<file path="src/rtl/sram_sample_streamer.sv">
// Streams one stored note sample per codec tick out of board SRAM.
// Loops or ends playback; emits silence while idle.
module sram_sample_streamer #(
  parameter int ADDR_W    = 20,
  parameter int DATA_W    = 16,
  parameter int READ_WAIT = 1
) (
  input  logic              Clk,
  input  logic              Reset_n,
  input  logic              sample_clk,
  input  logic              trigger,
  input  logic              stop,
  input  logic [ADDR_W-1:0] start_addr,
  input  logic [ADDR_W-1:0] end_addr,
  input  logic              loop_en,
  input  logic [3:0]        atten,
  input  logic [DATA_W-1:0] sram_data,
  output logic [ADDR_W-1:0] sram_addr,
  output logic              sram_ce_n,
  output logic              sram_oe_n,
  output logic              sram_we_n,
  output logic [DATA_W-1:0] audio_data,
  output logic              sample_valid,
  output logic              busy,
  output logic              done,
  output logic              overrun
);

  typedef enum logic [1:0] {
    S_IDLE,
    S_WAIT,
    S_READ
  } state_t;

  localparam logic [2:0]        LP_WAIT = 3'(READ_WAIT);
  localparam logic [ADDR_W-1:0] LP_ONE  = ADDR_W'(1);

  state_t              r_state, w_state;
  logic                r_s1, r_s2, r_s3, r_tick;
  logic [ADDR_W-1:0]   r_ptr, w_ptr;
  logic [ADDR_W-1:0]   r_start, w_start;
  logic [ADDR_W-1:0]   r_end, w_end;
  logic                r_loop, w_loop;
  logic [ADDR_W-1:0]   r_addr, w_addr;
  logic                r_ce_n, w_ce_n;
  logic [DATA_W-1:0]   r_audio, w_audio;
  logic                r_valid, w_valid;
  logic                r_done, w_done;
  logic                r_ovr, w_ovr;
  logic [2:0]          r_wait, w_wait;
  logic signed [DATA_W-1:0] w_samp;
  logic                w_trig_ok;

  assign w_samp    = $signed(sram_data) >>> atten;
  assign w_trig_ok = trigger && (end_addr >= start_addr);

  // Sample-clock synchronizer and registered rising-edge tick
  always_ff @(posedge Clk or negedge Reset_n) begin
    if (!Reset_n) begin
      r_s1   <= 1'b0;
      r_s2   <= 1'b0;
      r_s3   <= 1'b0;
      r_tick <= 1'b0;
    end else begin
      r_s1   <= sample_clk;
      r_s2   <= r_s1;
      r_s3   <= r_s2;
      r_tick <= r_s2 & ~r_s3;
    end
  end

  // Playback state and datapath registers
  always_ff @(posedge Clk or negedge Reset_n) begin
    if (!Reset_n) begin
      r_state <= S_IDLE;
      r_ptr   <= '0;
      r_start <= '0;
      r_end   <= '0;
      r_loop  <= 1'b0;
      r_addr  <= '0;
      r_ce_n  <= 1'b1;
      r_audio <= '0;
      r_valid <= 1'b0;
      r_done  <= 1'b0;
      r_ovr   <= 1'b0;
      r_wait  <= '0;
    end else begin
      r_state <= w_state;
      r_ptr   <= w_ptr;
      r_start <= w_start;
      r_end   <= w_end;
      r_loop  <= w_loop;
      r_addr  <= w_addr;
      r_ce_n  <= w_ce_n;
      r_audio <= w_audio;
      r_valid <= w_valid;
      r_done  <= w_done;
      r_ovr   <= w_ovr;
      r_wait  <= w_wait;
    end
  end

  // Next state: restart beats stop, stop beats normal sequencing
  always_comb begin
    w_state = r_state;
    w_ptr   = r_ptr;
    w_start = r_start;
    w_end   = r_end;
    w_loop  = r_loop;
    w_addr  = r_addr;
    w_ce_n  = r_ce_n;
    w_audio = r_audio;
    w_valid = 1'b0;
    w_done  = 1'b0;
    w_ovr   = r_ovr;
    w_wait  = r_wait;
    if (w_trig_ok) begin
      w_start = start_addr;
      w_end   = end_addr;
      w_loop  = loop_en;
      w_ptr   = start_addr;
      w_ovr   = 1'b0;
      w_ce_n  = 1'b1;
      w_wait  = '0;
      w_state = S_WAIT;
    end else if (stop && r_state != S_IDLE) begin
      w_state = S_IDLE;
      w_ce_n  = 1'b1;
      w_audio = '0;
    end else begin
      unique case (r_state)
        S_IDLE: begin
          if (r_tick) begin
            w_audio = '0;
            w_valid = 1'b1;
          end
        end
        S_WAIT: begin
          if (r_tick) begin
            w_addr  = r_ptr;
            w_ce_n  = 1'b0;
            w_wait  = '0;
            w_state = S_READ;
          end
        end
        S_READ: begin
          if (r_tick) w_ovr = 1'b1;
          if (r_wait == LP_WAIT) begin
            w_audio = w_samp;
            w_valid = 1'b1;
            w_ce_n  = 1'b1;
            if (r_ptr != r_end) begin
              w_ptr   = r_ptr + LP_ONE;
              w_state = S_WAIT;
            end else if (r_loop) begin
              w_ptr   = r_start;
              w_state = S_WAIT;
            end else begin
              w_done  = 1'b1;
              w_state = S_IDLE;
            end
          end else begin
            w_wait = r_wait + 3'd1;
          end
        end
        default: w_state = S_IDLE;
      endcase
    end
  end

  assign sram_addr    = r_addr;
  assign sram_ce_n    = r_ce_n;
  assign sram_oe_n    = r_ce_n;
  assign sram_we_n    = 1'b1;
  assign audio_data   = r_audio;
  assign sample_valid = r_valid;
  assign busy         = (r_state != S_IDLE);
  assign done         = r_done;
  assign overrun      = r_ovr;

endmodule

</file>
<file path="config.mk">
export PLATFORM = sky130hd
export DESIGN_NAME = sram_sample_streamer
export DESIGN_NICKNAME = d
export VERILOG_FILES = /design/src/rtl/sram_sample_streamer.sv
export SDC_FILE = /design/constraint.sdc
export NUM_CORES = 1
export LEC_CHECK = 0
export ABC_AREA = 1
export BUFFER_PORTS_ARGS = -buffer_cell sky130_fd_sc_hd__buf_2
export CAP_MARGIN = 20
export CORE_UTILIZATION = 35
export CTS_BUF_LIST = sky130_fd_sc_hd__clkbuf_2
export DETAILED_ROUTE_END_ITERATION = 6
export GPL_ROUTABILITY_DRIVEN = 0
export GPL_TIMING_DRIVEN = 0
export PLACE_DENSITY = 0.59
export SLEW_MARGIN = 20
export SYNTH_ARGS = -nofsm -noshare
export SYNTH_HDL_FRONTEND = slang
export SYNTH_SLANG_ARGS = --single-unit
</file>
<file path="constraint.sdc">
create_clock -name Clk -period 2.1 [get_ports Clk]
set_clock_uncertainty 0.15 [all_clocks]
set_input_delay 0.315 -clock Clk [delete_from_list [all_inputs] [get_ports Clk]]
set_output_delay 0.315 -clock Clk [all_outputs]
set_load 0.005 [all_outputs]
</file>
==> run metrics, run 1 <==
status=finished, final reports clean; Routed WL=20.94 mm; Final ANT Viol Nets=0; initial antenna violation count=1; FILL cells=roughly 2000; critical path type=reg2reg; Worst-path clk slew=roughly 320 ps; iteration-0 DRC count of the detailed router=458; xor and xnor area share after synthesis=roughly 3.3%; final slew viol count=0; count leader, synth=nand2_1; synthesized flop and latch total=110; total CTS buffers=9; setup_tns=0 ps; clock period minus worst slack=just over 2000 ps; Compound-Gate Fraction of Synth Area=7.566%; worst slew pin tran=923.2 ps; Critical Path Start=r_ptr[8]; max incr delay on CP=approximately 450 ps; total power=7.879 mW; slew margin rel.=between 30% and 40%; commonest cells in the netlist=nand2_1, dfrtp_1, nand3_1; clk buf depth=2; CTS tree=yes; multi-input gate area in the final layout=approximately 0.0037 mm^2; CP endpoint=r_ptr[3]; CP top delay family=simple AND/OR/NAND/NOR gates; Post-synth EDFFs=0; drt pass-1 iters=5; CP arrival=~2500 ps; vias per inst=about 4.8; CP dominant cell by count=nand2_1; final period utilization=between 90% and 100%; hold path start=sram_data[3]; crit path buf inv count=2; Area growth syn-to-layout=26.89%; crit path max fanout=10; Syn. warnings=0; Synth Flop Type=dfrtp_1; Synth Area per Inst=about 7 um^2; FF-to-FF End=r_ptr[3]; CTS Root Cell=clkbuf_2; initial core utilization=~36%; top cells by area, synth=dfrtp_1, nand2_1, nand3_1; critical path launch point type=register; Hold Path Class=in2reg; RSZ-0062 raised after global routing=true; H-Tree Depth=3; max frequency=490.2 MHz; DR vias=about 6900; PortBufs=roughly 110; layout net count=~1300; Post-Route Utilization=45.94%; Synth cell types=40; row cnt=50; final setup fails=0; share of cells above drive strength 1=between 20% and 30%; CP Capture Type=register; top cell type's share of synthesized area=39.74%; Static Leakage=around 4.7 nW; path depth of the worst reg2reg path=11; Synth area leader=dfrtp_1; die width=between 100 and 150 um; CP required=~2600 ps; I/O pin cnt=around 110; Die Ht=between 100 and 150 um; CP max-delay cell=dfrtp_1; Post-Synthesis Cells=983; syn nets=1076; largest family of logic cells by synthesized area=simple AND/OR/NAND/NOR gates; setup slack, reg-to-reg=around 60 ps; register area share after synthesis=40.13%; maxcap violations=0; simple-gate area share of the yosys netlist=a little over a third; GR Util All Layers=a little over a fifth; adder-cell share of the synthesized area=~4.9%; Sequential cell area=about 0.0028 mm^2; Worst-Skew Late Latency=about 650 ps; total global routing overflow=0; DRC Markers=0; asr flop ratio synth=between 90% and 100%; mux cell area share after synthesis=less than 1%; Power Dens Cells=904.8 mW/mm^2; number of global-route vias before repair=approximately 6500; wire per inst=between 10 and 15 um; die area=approximately 0.02 mm^2; Core Footprint=0.01896 mm^2; largest net degree at the start of global routing=61; final hold viol count=0; maximum vdd ir drop=0.4173 mV; # clock sinks=between 100 and 150; global-route wire length before repair=around 34 mm; launch point of the worst reg-to-reg path=r_ptr[8]; cells along the critical path=buf_4 -> nand2_1 -> nand2_1 -> nor2_1 -> nand2_1 -> nor2_4 -> nand3_4 -> o21ai_4 -> buf_4 -> nand3_1 -> nand2_2; CP Depth=11; mapped cell area=about 0.0069 mm^2; hpwl dp=between 15 and 20 mm
[per-stage QoR]
stage	instances	cell area, um^2	hold WS, ps	setup slack, ps
6_report	1435	8708	8.134	60.13
3_3_place_gp	1348	7714	183.8	-856.0
2_1_floorplan	983	6863	-130.6	96.91
4_1_cts	1420	8481	0.6218	6.551
5_1_grt	1435	8708	0.9273	-34.67
3_5_place_dp	1349	7747	157.6	-580.2
[worst register-to-register path: cells and delay by family, from the launching register on]
family,cells,cell delay [ps]
DFF,1,450
buffers and inverters,2,390
AOI/OAI and AO/OA,1,200
and+or+nand+nor,8,820
[registers in the layout, summed over array words and instances, names as in the netlist, 2 cells and up]
name / flops
r_end: 20
r_state: 2
audio_data: 16
r_ptr: 20
r_start: 20
r_wait: 3
sram_addr: 20
[final cells by class]
class / count / area share, %
multi-input cells: 744 / 42.30
flip-flops and latches: 110 / 31.75
repair buffers: 178 / 14.22
well taps: 260 / 3.736
inverters: 79 / 3.405
plain buffers: 47 / 3.290
clock inverters: 7 / 0.7471
clock buffers: 9 / 0.5172
diodes: 1 / 0.02874
[report_power, final]
group          leakage, nW  total, mW  switching (mW)  internal [mW]
combinational         3.23       3.63            2.13           1.50
sequential            1.40       3.23           0.492           2.74
clock               0.0691       1.01           0.744          0.267
total                 4.70       7.88            3.37           4.51
[per-layer routing]
layer / vias up / GRT usage, % / wire (um)
met4: 0 / 7.470 / 451
li1: 3494 / - / -
met2: 158 / 34.44 / 9474
met1: 3167 / 29.68 / 10160
met5: - / 0 / 0
met3: 33 / 2.961 / 852
[worst min-delay path by stage]
stage / end / slack, ps / cells past startpoint
6_report: audio_data[2] / 8 / 7
5_1_grt: sram_ce_n / 0.9 / 2
4_1_cts: sram_ce_n / 0.6 / 2
3_5_place_dp: sram_addr[1] / 160 / 1
3_3_place_gp: r_s2 / 180 / 0
2_1_floorplan: audio_data[0] / -130 / 0
[cell usage in the layout (no fill, tap or decap), types with 8 or more instances in the layout]
cell / netlist / layout
a21oi_1: 12 / 11
buf_2: 27 / 124
buf_4: 8 / 30
buf_6: 2 / 8
clkbuf_1: 12 / 9
clkbuf_2: 0 / 11
dfrtp_1: 109 / 100
dfrtp_2: 0 / 9
dlygate4sd3_1: 0 / 49
ha_1: 27 / 24
inv_1: 71 / 67
inv_2: 8 / 12
nand2_1: 418 / 407
nand2_2: 3 / 13
nand3_1: 77 / 75
nand4_1: 23 / 23
nor2_1: 55 / 48
o21ai_0: 46 / 43
o21ai_1: 23 / 26
xor2_1: 21 / 21
[logic make-up (layout without fill, tap and decap cells)]
family,count (synthesis),count (layout)
DFF,110,110
and+or+nand+nor,592,592
other,1,2
adders and majority gates,27,27
AOI/OAI and AO/OA,96,96
buffers and inverters,129,320
muxes,2,2
xor gates and xnor gates,26,26
[repair_timing]
item / 4_1_cts / 5_1_grt
hold endpoints to repair: 182 / 0
pin swaps: 6 / 16
cloned: 0 / 1
endpoints found under the setup margin: 63 / 97
setup buffers: 6 / 15
resized for setup: 22 / 54
hold buffers: 50 / 0
(Power assumes the default switching activity.)
==> run 2: changes to the inputs <==
- CTS_BUF_LIST: sky130_fd_sc_hd__clkbuf_2 -> unset
==> run 2 against run 1 <==
  * Sequential power is essentially flat
  * Flip-flop and latch count is the same
  * Design area shrank 2.4%
  * Wire length shrank 3.8%
  * Non-clock buffer count shrank 51
  * Sequential share of layout area grew 0.74 points
  * Critical path type unchanged
  * Combinational power shrank 2%
  * Largest power group unchanged
  * Register-to-register slack gained 50 ps
  * Fmax grew 2.8%
  * First-iteration DRC count shrank 14%
==> run metrics, run 2 (same netlist as run 1, synthesis figures left out) <==
Hold Path Class=in2reg; layout net count=1212 (-4.0%); P_int=5.163 mW (+15%); I/O pin cnt=109 (unchanged); Final ANT Viol Nets=0 (unchanged); initial core utilization=36.20% (unchanged); Worst-path clk slew=80 ps (-240 ps); iteration-0 DRC count of the detailed router=393 (-14%); DP Cell Count=1349 (unchanged); Worst-Skew Late Latency=360 ps (-290 ps); initial antenna violation count=0 (-1); max frequency=503.8 MHz (+2.8%); worst hold slack=10.42 ps (+2.284 ps); crit path max fanout=10 (unchanged); total CTS buffers=9 (unchanged); Comb pwr share=41.5% (-4.6 points); Die Ht=142.0 um (unchanged); hpwl dp=15.34 mm (unchanged); RSZ-0062 raised after global routing=true; CTS tree=yes; pre-CTS WS=-580.2 ps (unchanged); H-Tree Depth=3 (unchanged); setup_tns=0 ps (unchanged); CTS Root Cell=clkbuf_16; worst slew pin tran=516.5 ps (-406.7 ps); CP arrival=2090 ps (-400 ps); Routed WL=20.15 mm (-3.8%); CP required=2210 ps (-340 ps); number of global-route vias before repair=6251 (-4.1%); critical path launch point type=register; vias per inst=4.825 (+1.1%); total power=8.575 mW (+8.8%); Area growth syn-to-layout=23.90%; largest net degree at the start of global routing=61 (unchanged); die area=0.02017 mm^2 (unchanged); CP Capture Type=register; Clk network pwr share=20.7% (+7.9 points); Net Sw Power=3.412 mW (+1.2%); Reg power frac=37.8% (-3.2 points); slew margin rel.=65.56% (+27 points); fin cells=1384 (-3.6%); final slew viol count=0 (unchanged); share of cells above drive strength 1=22.15% (+1.4 points); row cnt=50 (unchanged); setup ws final=114.9 ps (+54.77 ps); maximum vdd ir drop=0.4728 mV (+13%); clk buf depth=2 (unchanged); Static Leakage=4.590 nW (-2.3%); Power Dens Cells=1008 mW/mm^2 (+11%); final setup fails=0 (unchanged); critical path type=reg2reg; final period utilization=94.53% (-2.6 points); final hold viol count=0 (unchanged); most common cell after layout, fill and taps aside=nand2_1; DR vias=6678 (-2.5%); DRC Markers=0 (unchanged); GR Util All Layers=20.89% (-0.62 points); Core Footprint=0.01896 mm^2 (unchanged); clock period minus worst slack=1985 ps (-54.77 ps); total global routing overflow=0 (unchanged); Post-Route Utilization=44.86% (-1.1 points); global-route wire length before repair=32.37 mm (-3.7%); maxcap violations=0 (unchanged); PortBufs=105 (unchanged); commonest non-fill, non-tap cells in the layout=nand2_1, buf_2, dfrtp_1; Sw Ratio=39.79% (-3.0 points); Post-Place Cell Area=0.007747 mm^2 (unchanged); drt pass-1 iters=5 (unchanged); Post-Layout Inst Area=0.008503 mm^2 (-2.4%); status=finished, final reports clean; wire per inst=14.56 um (-0.23%); Ant. Diodes=0 (-1); die width=142.0 um (unchanged); # clock sinks=110 (unchanged)
-- run 2: changes by cell type in the layout (fill, tap and decap cells not counted), sizes merged --
cell,delta
clkinv,-1
nand2,+1
diode,-1
dlygate4sd3,-47
buf,-3
-- run 2: timing repair --
action,CTS,global route
pin swaps,5,16
endpoints found under the hold margin,50,0
hold buffers,2,0
cloned,1,1
setup endpoints to repair,105,106
resized for setup,30,77
buffers inserted,5,13
-- run 2: final timing paths --
kind                              startpoint  slack, ps  cells past startpoint            end
worst max-delay path              r_state[0]        110                     10  audio_data[3]
min in group asynchronous            Reset_n        310                      2   sram_addr[1]
max in group asynchronous            Reset_n        820                      3  audio_data[7]
worst min-delay path            end_addr[17]         10                      3      r_end[17]
worst max register to register    r_state[0]        110                     10  audio_data[3]
worst min register to register          r_s1        210                      0           r_s2
-- run 2: area by class of cell --
class                   instances  area, um^2
plain buffers                  47       329.1
clock buffers                  10       239.0
clock inverters                 6       61.31
well taps                     260       325.3
flip-flops and latches        110        2763
repair buffers                127       725.7
multi-input cells             745        3764
inverters                      79       296.5
fillers                      1972       10450
-- run 2: critical path: stages, from the launching register on --
cell and delay, ps:
dfrtp_1 420, inv_2 110, ha_2 220, inv_1 100
nor2_2 130, inv_2 60, a32oi_2 270, nand2_4 120
buf_4 190, nand2_1 60, nand2_1 50
-- run 2: routing by layer --
metal | track usage, % | up-vias | part of all wire, %
met4 | 7.470 | 0 | 2.1
met5 | 0 | - | 0
li1 | - | 3399 | -
met2 | 32.17 | 180 | 44
met3 | 3.869 | 24 | 6.0
met1 | 29.16 | 3075 | 48
-- run 2: power groups by stage --
stage | Combinational, mW | Clock, mW | Sequential (mW)
6_report | 3.56 | 1.77 | 3.24
5_1_grt | 4.05 | 1.89 | 3.32
4_1_cts | 3.29 | 1.81 | 3.21
3_5_place_dp | 3.14 | 0 | 3.24
3_3_place_gp | 3.11 | 0 | 3.23
2_1_floorplan | 2.09 | 0 | 3.16
==> run 3: changes to the inputs <==
- CORE_UTILIZATION: 35 -> 58
- PLACE_DENSITY: 0.59 -> 0.86
- RECOVER_POWER: unset -> 25
==> run 3 against run 2 <==
  * Sequential power rose by 2%
  * Die area fell by 39%
  * Fmax fell by 4.1%
  * Clock-buffer cell count did not move
  * Sequential share of layout area rose by 0.76 points
  * Critical path depth did not move
  * Power rose by 1.6%
  * Combinational power barely moved
  * Design area fell by 2.2%
  * Worst setup slack got worse by 84 ps
  * Global-route usage rose by 10 points
  * Register-to-register slack got worse by 80 ps
  * Critical path type unchanged
  * Largest cell class unchanged
  * Largest power group unchanged
==> run metrics, run 3 (same netlist as run 1, synthesis figures left out) <==
GR Util All Layers=31.02% (+10 points); critical path launch point type=register; path depth of the worst reg2reg path=10 (unchanged); total global routing overflow=0 (unchanged); RSZ-0062 raised after global routing=true; hpwl dp=13.72 mm (-11%); status=finished, final reports clean; total CTS buffers=9 (unchanged); Final ANT Viol Nets=0 (unchanged); wire per inst=14.97 um (+2.8%); max incr delay on CP=420 ps (about the same); Worst-Skew Late Latency=360 ps (about the same); max frequency=483.3 MHz (-4.1%); maximum vdd ir drop=0.7096 mV (+50%); FILL cells=893 (-55%); # clock sinks=110 (unchanged); most common cell after layout, fill and taps aside=nand2_1; final slew viol count=0 (unchanged); Post-Place Cell Area=0.007601 mm^2 (-1.9%); setup ws final=30.86 ps (-84.04 ps); commonest non-fill, non-tap cells in the layout=nand2_1, buf_2, dfrtp_1; Hold Path Class=in2reg; worst slew pin tran=1198 ps (+681.5 ps); layout net count=1209 (-0.25%); slew margin rel.=20.13% (-45 points); worst hold slack=16.40 ps (+5.982 ps); clock period minus worst slack=2069 ps (+84.04 ps); CP max-delay cell=dfrtp_1; die area=0.01227 mm^2 (-39%); share of cells above drive strength 1=21.14% (-1.0 points); crit path max fanout=5 (-5); iteration-0 DRC count of the detailed router=613 (+56%); final period utilization=98.53% (+4.0 points); CTS Root Cell=clkbuf_16; clk buf depth=2 (unchanged); Sequential cell area=0.002765 mm^2 (about the same); Die Ht=110.8 um (-22%); DRC Markers=0 (unchanged); die width=110.8 um (-22%); Routed WL=18.92 mm (-6.1%); H-Tree Depth=3 (unchanged); Worst-path clk slew=70 ps (about the same); drt pass-1 iters=6 (+1); FF-to-FF End=audio_data[8]; CP required=2190 ps (-20 ps); PortBufs=105 (unchanged); CP top delay family=buffers and inverters; Post-Layout Inst Area=0.008315 mm^2 (-2.2%); setup slack, reg-to-reg=30 ps (-80 ps); vias per inst=5.541 (+15%); final hold viol count=0 (unchanged); number of global-route vias before repair=6411 (+2.6%); Area growth syn-to-layout=21.17%; Static Leakage=4.572 nW (-0.39%); hold path start=end_addr[17]; CTS tree=yes; critical path type=reg2reg; setup_tns=0 ps (unchanged); maxcap violations=0 (unchanged); crit path buf inv count=4 (unchanged); cells along the critical path=inv_2 -> ha_2 -> inv_1 -> nor2_2 -> inv_2 -> a32oi_2 -> buf_4 -> nand2_1 -> nand2_1 -> o21ai_0; pre-CTS WS=-491.3 ps (+88.86 ps); initial antenna violation count=0 (unchanged); I/O pin cnt=109 (unchanged); launch point of the worst reg-to-reg path=r_state[0]; Ant. Diodes=0 (unchanged); hold endpoint=r_end[17]; Critical Path Start=r_state[0]; hold depth=3 (unchanged); final setup fails=0 (unchanged); multi-input gate area in the final layout=0.003735 mm^2 (-0.76%); CP Capture Type=register; Power Dens Cells=1048 mW/mm^2 (+3.9%); CP arrival=2160 ps (+70 ps); largest net degree at the start of global routing=66 (+8.2%); DR vias=7004 (+4.9%); global-route wire length before repair=30.39 mm (-6.1%); row cnt=39 (-22%); initial core utilization=59.85% (+24 points); Core Footprint=0.01147 mm^2 (-40%)
==> run 3: changes by cell type in the layout (fill, tap and decap cells not counted), moves of 3 or more <==
| cell | delta |
|---|---|
| buf_2 | -3 |
| buf_4 | -9 |
| nor2_4 | -3 |
| nand2_2 | -5 |
| nor2_1 | +3 |
| nand2_1 | +4 |
| clkbuf_4 | +4 |
==> run 3: timing repair <==
action                                  in CTS  in global routing
pin swaps                                    5                 19
hold buffers                                 2                  0
gates cloned                                 2                  1
resized for setup                           25                 71
endpoints found under the setup margin      93                106
setup buffers                                2                 13
endpoints found under the hold margin       46                  0
==> run 3: how the worst max path moves through the flow <==
stage	to	depth (start not counted)
global route	r_state[0]	9
floorplan	r_ptr[12]	13
CTS	sram_addr[4]	12
global placement	audio_data[15]	1
detailed placement	sram_addr[6]	12
finish	audio_data[8]	10
==> run 3: cell type report <==
| class | count | area share, % |
|---|---|---|
| Multi-Input combinational cell | 746 | 44.91 |
| Timing Repair Buffer | 124 | 8.396 |
| Sequential cell | 110 | 33.25 |
| Inverter | 79 | 3.566 |
| Clock inverter | 6 | 1.023 |
| Clock buffer | 10 | 2.874 |
| Tap cell | 143 | 2.152 |
| Buffer | 46 | 3.822 |
==> run 3: where the power goes <==
group / switching [mW] / leakage (nW) / internal [mW]
logic: 2.11 / 3.01 / 1.44
registers: 0.539 / 1.40 / 2.75
clock network: 0.801 / 0.154 / 1.07
==> run 3: routing by layer <==
metal	global-route usage [%]	wire length, um
met5	0	0
met4	11.56	467
met3	6.889	1727
met2	48.28	8553
met1	42.49	8175
==> run 3: through the flow <==
step	utilization, %	cells	power [mW]
after floorplan	-	983	5.251
after global placement	65.99	1231	6.210
after detailed placement	66.28	1232	6.312
after CTS	70.28	1254	8.293
after global routing	72.52	1264	9.285
final	72.52	1264	8.711
==> run 3: worst min-delay path, cell delays in order <==
cell     delay (ps)
buf_2            90
nand2_1          50
nand2_1          40
